===== src/rtl/alu_pkg.sv =====
// Shared definitions for the pipelined ALU: opcode encodings and the
// controller state type used by alu_pipe.
package alu_pkg;

  localparam logic [3:0] OP_AND  = 4'b0000;
  localparam logic [3:0] OP_OR   = 4'b0001;
  localparam logic [3:0] OP_ADD  = 4'b0010;
  localparam logic [3:0] OP_LS   = 4'b0011;
  localparam logic [3:0] OP_SRS  = 4'b0100;
  localparam logic [3:0] OP_URS  = 4'b0101;
  localparam logic [3:0] OP_SUB  = 4'b0110;
  localparam logic [3:0] OP_SLT  = 4'b0111;
  localparam logic [3:0] OP_RRO  = 4'b1000;
  localparam logic [3:0] OP_LRO  = 4'b1001;
  localparam logic [3:0] OP_MUL  = 4'b1010;
  localparam logic [3:0] OP_SLTS = 4'b1011;

  typedef enum logic {
    ST_IDLE = 1'b0,
    ST_MUL  = 1'b1
  } state_t;

endpackage


===== src/rtl/alu_mul_seq.sv =====
// Sequential shift-add unsigned multiplier. One partial product is added per
// clock; the first one is taken on the start edge itself, so the full product
// is ready after WIDTH edges and done stays high until the next edge.
module alu_mul_seq #(
  parameter int WIDTH = 8
) (
  input  logic                 clk,
  input  logic                 rst,
  input  logic                 start,
  input  logic [WIDTH-1:0]     a,
  input  logic [WIDTH-1:0]     b,
  output logic                 done,
  output logic [2*WIDTH-1:0]   product
);

  localparam int CW = $clog2(WIDTH) + 1;

  logic [2*WIDTH-1:0] acc;
  logic [2*WIDTH-1:0] mcand;
  logic [WIDTH-1:0]   mplier;
  logic [CW-1:0]      cnt;
  logic               busy;

  // Load operands and add the first partial product on start, then step once per clock
  always_ff @(posedge clk or posedge rst) begin
    if (rst) begin
      acc    <= '0;
      mcand  <= '0;
      mplier <= '0;
      cnt    <= '0;
      busy   <= 1'b0;
    end else if (start) begin
      acc    <= {{WIDTH{1'b0}}, a & {WIDTH{b[0]}}};
      mcand  <= {{(WIDTH-1){1'b0}}, a, 1'b0};
      mplier <= {1'b0, b[WIDTH-1:1]};
      cnt    <= CW'(1);
      busy   <= 1'b1;
    end else if (busy) begin
      if (cnt == CW'(WIDTH)) begin
        busy <= 1'b0;
      end else begin
        acc    <= acc + (mplier[0] ? mcand : '0);
        mcand  <= mcand << 1;
        mplier <= mplier >> 1;
        cnt    <= cnt + CW'(1);
      end
    end
  end

  assign done    = busy && (cnt == CW'(WIDTH));
  assign product = acc;

endmodule


===== src/rtl/alu_pipe.sv =====
// Registered, valid/ready handshaked ALU. Single-cycle ops are computed
// combinationally and captured on the accepting edge; MUL hands off to the
// sequential multiplier and blocks new input until its result is loaded.
module alu_pipe
  import alu_pkg::*;
#(
  parameter int WIDTH  = 8,
  parameter int MUL_EN = 1
) (
  input  logic             clk,
  input  logic             rst,
  input  logic             in_valid,
  output logic             in_ready,
  input  logic [WIDTH-1:0] ina,
  input  logic [WIDTH-1:0] inb,
  input  logic [3:0]       operation,
  output logic             out_valid,
  input  logic             out_ready,
  output logic [WIDTH-1:0] out,
  output logic             cr,
  output logic             ov,
  output logic             ng,
  output logic             zr,
  output logic             ill
);

  localparam int SHW = $clog2(WIDTH);

  state_t             state;
  logic               accept;
  logic               is_mul;
  logic [SHW-1:0]     shamt;
  logic [WIDTH:0]     sum;
  logic [WIDTH:0]     diff;
  logic [2*WIDTH-1:0] rot_l;
  logic [2*WIDTH-1:0] rot_r;
  logic [WIDTH-1:0]   res;
  logic               res_cr;
  logic               res_ov;
  logic               res_ill;
  logic               mul_done;
  logic [2*WIDTH-1:0] mul_prod;

  assign shamt    = inb[SHW-1:0];
  assign in_ready = (state == ST_IDLE) && (!out_valid || out_ready);
  assign accept   = in_valid && in_ready;
  assign is_mul   = (operation == OP_MUL) && (MUL_EN != 0);

  alu_mul_seq #(.WIDTH(WIDTH)) u_mul (
    .clk     (clk),
    .rst     (rst),
    .start   (accept && is_mul),
    .a       (ina),
    .b       (inb),
    .done    (mul_done),
    .product (mul_prod)
  );

  // Single-cycle result and flags for whatever opcode is on the input
  always_comb begin
    res     = '0;
    res_cr  = 1'b0;
    res_ov  = 1'b0;
    res_ill = 1'b0;
    sum     = {1'b0, ina} + {1'b0, inb};
    diff    = {1'b0, ina} + {1'b0, ~inb} + (WIDTH+1)'(1);
    rot_l   = {ina, ina} << shamt;
    rot_r   = {ina, ina} >> shamt;
    case (operation)
      OP_AND:  res = ina & inb;
      OP_OR:   res = ina | inb;
      OP_ADD: begin
        res    = sum[WIDTH-1:0];
        res_cr = sum[WIDTH];
        res_ov = (ina[WIDTH-1] == inb[WIDTH-1]) && (sum[WIDTH-1] != ina[WIDTH-1]);
      end
      OP_SUB: begin
        res    = diff[WIDTH-1:0];
        res_cr = diff[WIDTH];
        res_ov = (ina[WIDTH-1] != inb[WIDTH-1]) && (diff[WIDTH-1] != ina[WIDTH-1]);
      end
      OP_LS:   res = ina << shamt;
      OP_SRS:  res = $signed(ina) >>> shamt;
      OP_URS:  res = ina >> shamt;
      OP_SLT:  res = {{(WIDTH-1){1'b0}}, ina < inb};
      OP_SLTS: res = {{(WIDTH-1){1'b0}}, $signed(ina) < $signed(inb)};
      OP_RRO:  res = rot_r[WIDTH-1:0];
      OP_LRO:  res = rot_l[2*WIDTH-1:WIDTH];
      OP_MUL:  res_ill = (MUL_EN == 0);
      default: res_ill = 1'b1;
    endcase
  end

  // Controller and output register: accept in IDLE, wait out a MUL, hold results under backpressure
  always_ff @(posedge clk or posedge rst) begin
    if (rst) begin
      state     <= ST_IDLE;
      out_valid <= 1'b0;
      out       <= '0;
      cr        <= 1'b0;
      ov        <= 1'b0;
      ill       <= 1'b0;
    end else begin
      if (out_valid && out_ready) begin
        out_valid <= 1'b0;
      end
      case (state)
        ST_IDLE: begin
          if (accept) begin
            if (is_mul) begin
              state <= ST_MUL;
            end else begin
              out       <= res;
              cr        <= res_cr;
              ov        <= res_ov;
              ill       <= res_ill;
              out_valid <= 1'b1;
            end
          end
        end
        ST_MUL: begin
          if (mul_done) begin
            out       <= mul_prod[WIDTH-1:0];
            cr        <= |mul_prod[2*WIDTH-1:WIDTH];
            ov        <= |mul_prod[2*WIDTH-1:WIDTH];
            ill       <= 1'b0;
            out_valid <= 1'b1;
            state     <= ST_IDLE;
          end
        end
        default: state <= ST_IDLE;
      endcase
    end
  end

  assign zr = (out == '0);
  assign ng = out[WIDTH-1];

endmodule


===== config.mk =====
export PLATFORM = sky130hd
export DESIGN_NAME = alu_pipe
export DESIGN_NICKNAME = d
export VERILOG_FILES = /design/src/rtl/alu_pkg.sv /design/src/rtl/alu_mul_seq.sv /design/src/rtl/alu_pipe.sv
export SDC_FILE = /design/constraint.sdc
export NUM_CORES = 1
export LEC_CHECK = 0
export BUFFER_PORTS_ARGS = -buffer_cell sky130_fd_sc_hd__buf_2
export CORE_ASPECT_RATIO = 0.6
export CORE_UTILIZATION = 56
export DETAILED_ROUTE_END_ITERATION = 10
export GPL_TIMING_DRIVEN = 1
export PLACE_DENSITY = 0.76
export SYNTH_ARGS = -nofsm -noshare
export SYNTH_HDL_FRONTEND = slang
export SYNTH_SLANG_ARGS = --single-unit

===== constraint.sdc =====
create_clock -name clk -period 2.5 [get_ports clk]
set_input_delay 0.25 -clock clk [delete_from_list [all_inputs] [get_ports clk]]
set_output_delay 0.25 -clock clk [all_outputs]
set_load 0.02 [all_outputs]

Word-level counts from Yosys, hierarchy flattened
Index checks and enable logic that the tools add are counted.
{"block": "classes", "n_reduce_logical": 16, "n_eq_ne": 20, "muxes": 44, "n_addsub": 5, "magnitude_cmp": 2, "bitwise_logic": 5, "n_shift": 5}
{"cell": "two-way mux 16 bit", "count": 7}
{"cell": "one-hot mux 8 bit (11 select lines)", "count": 1}
{"cell": "two-way mux 8 bit", "count": 6}
{"cell": "== test 4 bit (second input constant)", "count": 5}
{"cell": "two-way mux 1 bit", "count": 19}
{"cell": "adder 8 x 8 -> 9 bit", "count": 2}
{"cell": "adder 16 bit", "count": 1}
{"cell": "bitwise AND 8 bit", "count": 2}
{"cell": "== test 4 x 3 -> 1 bit (second input constant)", "count": 4}
{"cell": "< comparator 8 bit", "count": 2}
{"cell": "one-hot mux 8 bit (2 select lines)", "count": 1}
{"cell": "left shift 16 x 3 -> 16 bit", "count": 1}
{"cell": ">> shifter 16 x 3 -> 8 bit", "count": 1}
{"cell": "one-hot mux 1 bit (2 select lines)", "count": 7}
{"cell": "two-way mux 4 bit", "count": 3}
{"cell": "OR reduction 11 bit", "count": 1}
{"cell": "adder 9 x 1 -> 9 bit (second input constant)", "count": 1}
{"cell": "== test 4 x 2 -> 1 bit (second input constant)", "count": 2}
{"cell": "zero test 8 bit", "count": 1}
{"cell": "NOT 8 bit", "count": 1}
{"cell": "bitwise OR 8 bit", "count": 1}
{"cell": "OR reduction 8 bit", "count": 1}
{"cell": "left shift 8 x 3 -> 8 bit", "count": 1}
{"cell": ">> shifter 8 x 3 -> 8 bit", "count": 1}
{"cell": "other kinds (15)", "count": 25}
{"block": "word_totals", "wordCells": 108, "in_bits": 24, "out_inout_bits": 15, "reg_bits": 58}

Longest topological paths before layout
{"block": "depth", "ltp_word": 9, "mapped_depth": 11, "ltp_nobuf": 11}

By module
From an unflattened synthesis, not the netlist that was laid out.
{"block": "unflattened", "hier_cells": 702, "area_unflattened_um2": 5605.4}
{"mod": "alu_pipe", "cells_per_inst": 402, "seq_area_each_um2": 325.3, "n_inst": 1, "area_per_inst_um2": 2926.6}
{"mod": "alu_mul_seq", "cells_per_inst": 300, "seq_area_each_um2": 1076.0, "n_inst": 1, "area_per_inst_um2": 2678.8}

Worst setup path before layout
Ideal clock, no wire load.
{"block": "synth_timing", "path_type": "register to register", "startpoint": "register u_mul.mplier[0]", "endpoint": "register u_mul.acc[15] (netlist: u_mul.product[15])", "setup_time_ns": 0.078, "path_slack_ns": -0.033, "t_arrival_ns": 2.455, "t_required_ns": 2.422, "period_less_slack_ns": 2.533, "stages_incl_launch_ff": 11, "path_buffers": 0, "cell_sequence": "dfrtp_1 -> and2_1 -> ha_1 -> fa_1 -> a211oi_1 -> o21a_1 -> o31a_1 -> o21ai_0 -> xor2_1 -> or3_1 -> a21oi_1"}
{"block": "synth_via", "elab_chain_cells": 5}
{"element": "from (decl)", "line_no": "alu_mul_seq.sv:20", "rtl": "logic [WIDTH-1:0] mplier;"}
{"element": "from (signal assigned)", "line_no": "alu_mul_seq.sv:35", "rtl": "mplier <= {1'b0, b[WIDTH-1:1]};"}
{"element": "from (signal assigned)", "line_no": "alu_mul_seq.sv:44", "rtl": "mplier <= mplier >> 1;"}
{"element": "two-way mux 16 bit", "line_no": "alu_mul_seq.sv:42", "rtl": "acc <= acc + (mplier[0] ? mcand : '0);"}
{"element": "adder 16 bit", "line_no": "alu_mul_seq.sv:42"}
{"element": "two-way mux 16 bit", "line_no": "alu_mul_seq.sv:39", "rtl": "if (cnt == CW'(WIDTH)) begin"}
{"element": "two-way mux 16 bit", "line_no": "alu_mul_seq.sv:38", "rtl": "end else if (busy) begin"}
{"element": "two-way mux 16 bit", "line_no": "alu_mul_seq.sv:32", "rtl": "end else if (start) begin"}
{"element": "to (signal assigned)", "line_no": "alu_mul_seq.sv:33", "rtl": "acc <= {{WIDTH{1'b0}}, a & {WIDTH{b[0]}}};"}
{"element": "to (signal assigned)", "line_no": "alu_mul_seq.sv:42"}
{"element": "to (decl)", "line_no": "alu_mul_seq.sv:18", "rtl": "logic [2*WIDTH-1:0] acc;"}
No other way between the ends. The select of a mux whose other input is x is not followed.
A chain may end at the register's enable or synchronous reset.

Worst setup path after layout
Ends and elaborated chain as after synthesis.

==> key figures <==
Drt
  • DRC violations left: 0
  • Initial DRC Count: 829
  • TritonRoute pass-1 iters: 6
  • WL/cell: 21.0 um
  • Vias: 5608
  • Total Wirelength: 18400 um
  • Antenna-violating nets left: 0
  • Avg Vias per Cell: 6.39

Placed design
  • IO buf count: 38
  • GPL Wtd Cong: 1.05
  • Pre-CTS setup slack: -0.0954 ns
  • Placed cell count: 866
  • HPWL after DPL: 13900 um

Critical path
  • R2R Setup Slk: -0.005 ns
  • FF-to-FF Start: u_mul.mplier[0]
  • Critical path peak fanout: 4
  • Crit-path cells: and2_4 > ha_4 > fa_2 > a211oi_4 > o21a_1 > o31a_1 > o21ai_2 > xor2_1 > or3_1 > a21oi_2
  • Slowest cell delay on critical path: 0.41 ns
  • Crit path arrival time: 2.74 ns
  • CP Capture Type: flop
  • Critical path class: flop to flop
  • Delay-heaviest family, CP: compound AO/OA/AOI/OAI gates
  • Buf/Inv on CP: 0
  • Reg2Reg Depth: 10
  • Worst reg2reg path endpoint: u_mul.product[15]
  • Critical path startpoint category: flop
  • WP data required: 2.73 ns
  • CP max stage cell: dfrtp_1

Global routing
  • Initial antenna violation count: 1
  • First-pass GRT wire length: 27900 um
  • Vias in the first global route: 5009
  • Tot GR Track Use: 37.7%
  • GR Overflow Total: 0
  • Largest net degree at the start of global routing: 35

Cells and area
  • Multi-input gate area: 0.00370 mm2
  • Layout Area Growth over Synthesis: 16.6%
  • Share of cells above drive strength 1: 18.3%
  • Nets: 816
  • Register area: 0.00140 mm2
  • # diodes: 0
  • Final Instance Count excl. Fillers: 878
  • Filler instances: 800

Die
  • Boundary Pins: 39
  • Die Wd: 127 um
  • Core area: 0.00916 mm2
  • Starting Density: 57.8%
  • Row count: 27
  • Die area: 0.00985 mm2
  • Die height: 77.3 um

Power
  • Comb power frac: 54.1%
  • Clk network pwr share: 13.7%
  • Sw Ratio: 44.7%
  • Internal power: 2.93 mW
  • Switch Pwr: 2.37 mW
  • Flop pwr share: 32.2%
  • Worst VDD drop: 0.000420 V
  • Pleak: 2.82 nW
  • Pwr dens: 860 mW/mm2

Logic synthesis
  • Main synth FF type: dfrtp_1
  • Yosys reg bits: 56
  • Syn_nets: 755
  • Sequential area share after synthesis: 26.5%
  • Post-synth EDFFs: 0
  • Yosys top cell area share: 26.5%
  • Synth warnings: 0
  • Ys async rst share: 100%
  • Synth cell types: 75
  • Area leader, netlist: dfrtp_1
  • Mapped Cells: 687
  • Synth area leaders: dfrtp_1, ha_1, nand2_1
  • Syn Area/Cell: 7.70 um2
  • Cell area after synthesis: 0.00529 mm2

Timing
  • Final Hold Vio Count: 0
  • Worst setup margin: -0.00543 ns
  • Setup total negative slack: -0.00543 ns
  • Worst Skew: 0.00827 ns
  • Final Setup Violations: 1
  • Slew Limit Fails: 0
  • Crit share post-route: 100%
  • Least-Margin Pin Slew: 0.726 ns
  • Fmax: 399 MHz
  • Slew margin rel.: 51.5%
  • RSZ-0062 raised after global routing: yes
  • Minimum clock period: 2.51 ns

Clock tree
  • Clock root cell: clkbuf_16
  • Htree depth: 2
  • Clock transition at path regs: 0.07 ns
  • Num CTS Buffers: 5
  • CTS tree: built
  • # clock sinks: 56
  • Maximum clock insertion buffer count: 2
  • Clk_lat worst skew: 0.30 ns

Outcome
  • Failing checks: setup timing
  • Run status: complete, but fails checks

Flow run
  • Max Cap Violations: 0

Hold path
  • Hold crit path type: primary input to asynchronous set/reset pin
worst max path at each step:
stage | startpoint | end | slack (ns) | cells after the start
floorplan | u_mul.mplier[0] | u_mul.product[15] | 0.02 | 10
detailed placement | u_mul.mplier[0] | u_mul.product[15] | -0.1 | 10
finish | u_mul.mplier[0] | u_mul.product[15] | -0.005 | 10
global route | u_mul.mplier[0] | u_mul.product[15] | -0.08 | 10
CTS | u_mul.mplier[0] | u_mul.product[14] | 0.01 | 10
global placement | u_mul.mplier[0] | u_mul.product[15] | -0.05 | 10
cells in the final DEF (no fill, tap or decap), drive strengths merged, types with 7 or more instances in the layout:
master,instances
xor2,8
nor2,67
a31oi,24
inv,29
a21oi,71
o21a,7
mux2i,23
ha,41
a21o,8
buf,98
nand2,96
nand2b,9
xnor2,11
and2,17
dfrtp,56
o31ai,8
o211ai,7
o21ai,38
nor3,18
nand3,7
nor2b,7
kinds of logic (layout without fill, tap and decap cells):
family                     after synthesis  in the layout  synth area share [%]
adders and majority gates               44             44                  10.8
muxes                                   27             27                  5.42
xor gates and xnor gates                19             19                  3.15
and+or+nand+nor                        254            254                  22.4
AOI/OAI and AO/OA                      213            213                  25.9
buffers and inverters                   74            135                  5.91
DFF                                     56             56                  26.5
cells in the mapped netlist (7+ instances only):
cell type  count
nor2b_1        7
and2_1        17
ha_1          41
buf_2         15
o31ai_1        8
mux2i_1       23
o21ai_1        7
a21o_1         8
a31oi_1       24
o21ai_0       30
xor2_1         8
clkbuf_1      24
o21a_1         7
nor3_1        17
nor2_1        67
nand2_1       96
nand3_1        7
inv_1         27
dfrtp_1       56
nand2b_1       9
a21oi_1       70
xnor2_1       11
o211ai_1       7
registers in the layout (all words and copies together), names as in the netlist:
name           count
u_mul.product     16
u_mul.mcand       15
out                8
u_mul.mplier       7
u_mul.cnt          4
cr                 1
ill                1
out_valid          1
ov                 1
state              1
u_mul.busy         1
layer usage:
layer / global-route usage (%) / vias to the layer above / wire length (um)
li1: - / 2580 / -
met1: 59.9 / 2640 / 8540
met2: 47.5 / 362 / 6960
met3: 14.1 / 24 / 2710
met4: 4.76 / 2 / 181
met5: 0 / - / 15
metrics by stage:
step,utilization [%],instance area [um2],hold WS (ns),power [mW]
final,67.4,6170,0.0663,5.30
after global routing,67.4,6170,0.131,5.63
after CTS,65.9,6030,0.0901,5.03
after detailed placement,64.1,5870,0.415,4.29
after global placement,64.1,5870,0.396,4.19
after floorplan,-,5300,0.397,3.41
power groups by stage:
stage / combinational, mW / clock (mW) / sequential (mW)
6_report: 2.87 / 0.726 / 1.71
5_1_grt: 3.11 / 0.766 / 1.75
4_1_cts: 2.63 / 0.726 / 1.67
3_5_place_dp: 2.60 / 0 / 1.69
3_3_place_gp: 2.52 / 0 / 1.66
2_1_floorplan: 1.73 / 0 / 1.68
worst register-to-register path, cell delays in order (launching register included):
cell,delay (ns)
dfrtp_1,0.41
and2_4,0.18
ha_4,0.16
fa_2,0.38
a211oi_4,0.24
o21a_1,0.16
o31a_1,0.21
o21ai_2,0.09
xor2_1,0.15
or3_1,0.33
a21oi_2,0.13
repair_timing:
item                                    in CTS  in global routing
hold buffers                                 0                  0
setup buffers                                2                  3
endpoints found under the setup margin       1                  9
hold endpoints to repair                     0                  0
resized for setup                            3                 18
pin swaps                                    4                  9
layout make-up:
class | instances | share of cell area (%)
tap | 130 | 2.64
inverter | 30 | 1.83
clock inverter | 1 | 0.142
clock buffer | 6 | 2.25
multi-input combinational | 557 | 60.0
timing repair buffer | 98 | 10.5
sequential | 56 | 22.7
Power figures use the tool's default switching activity.
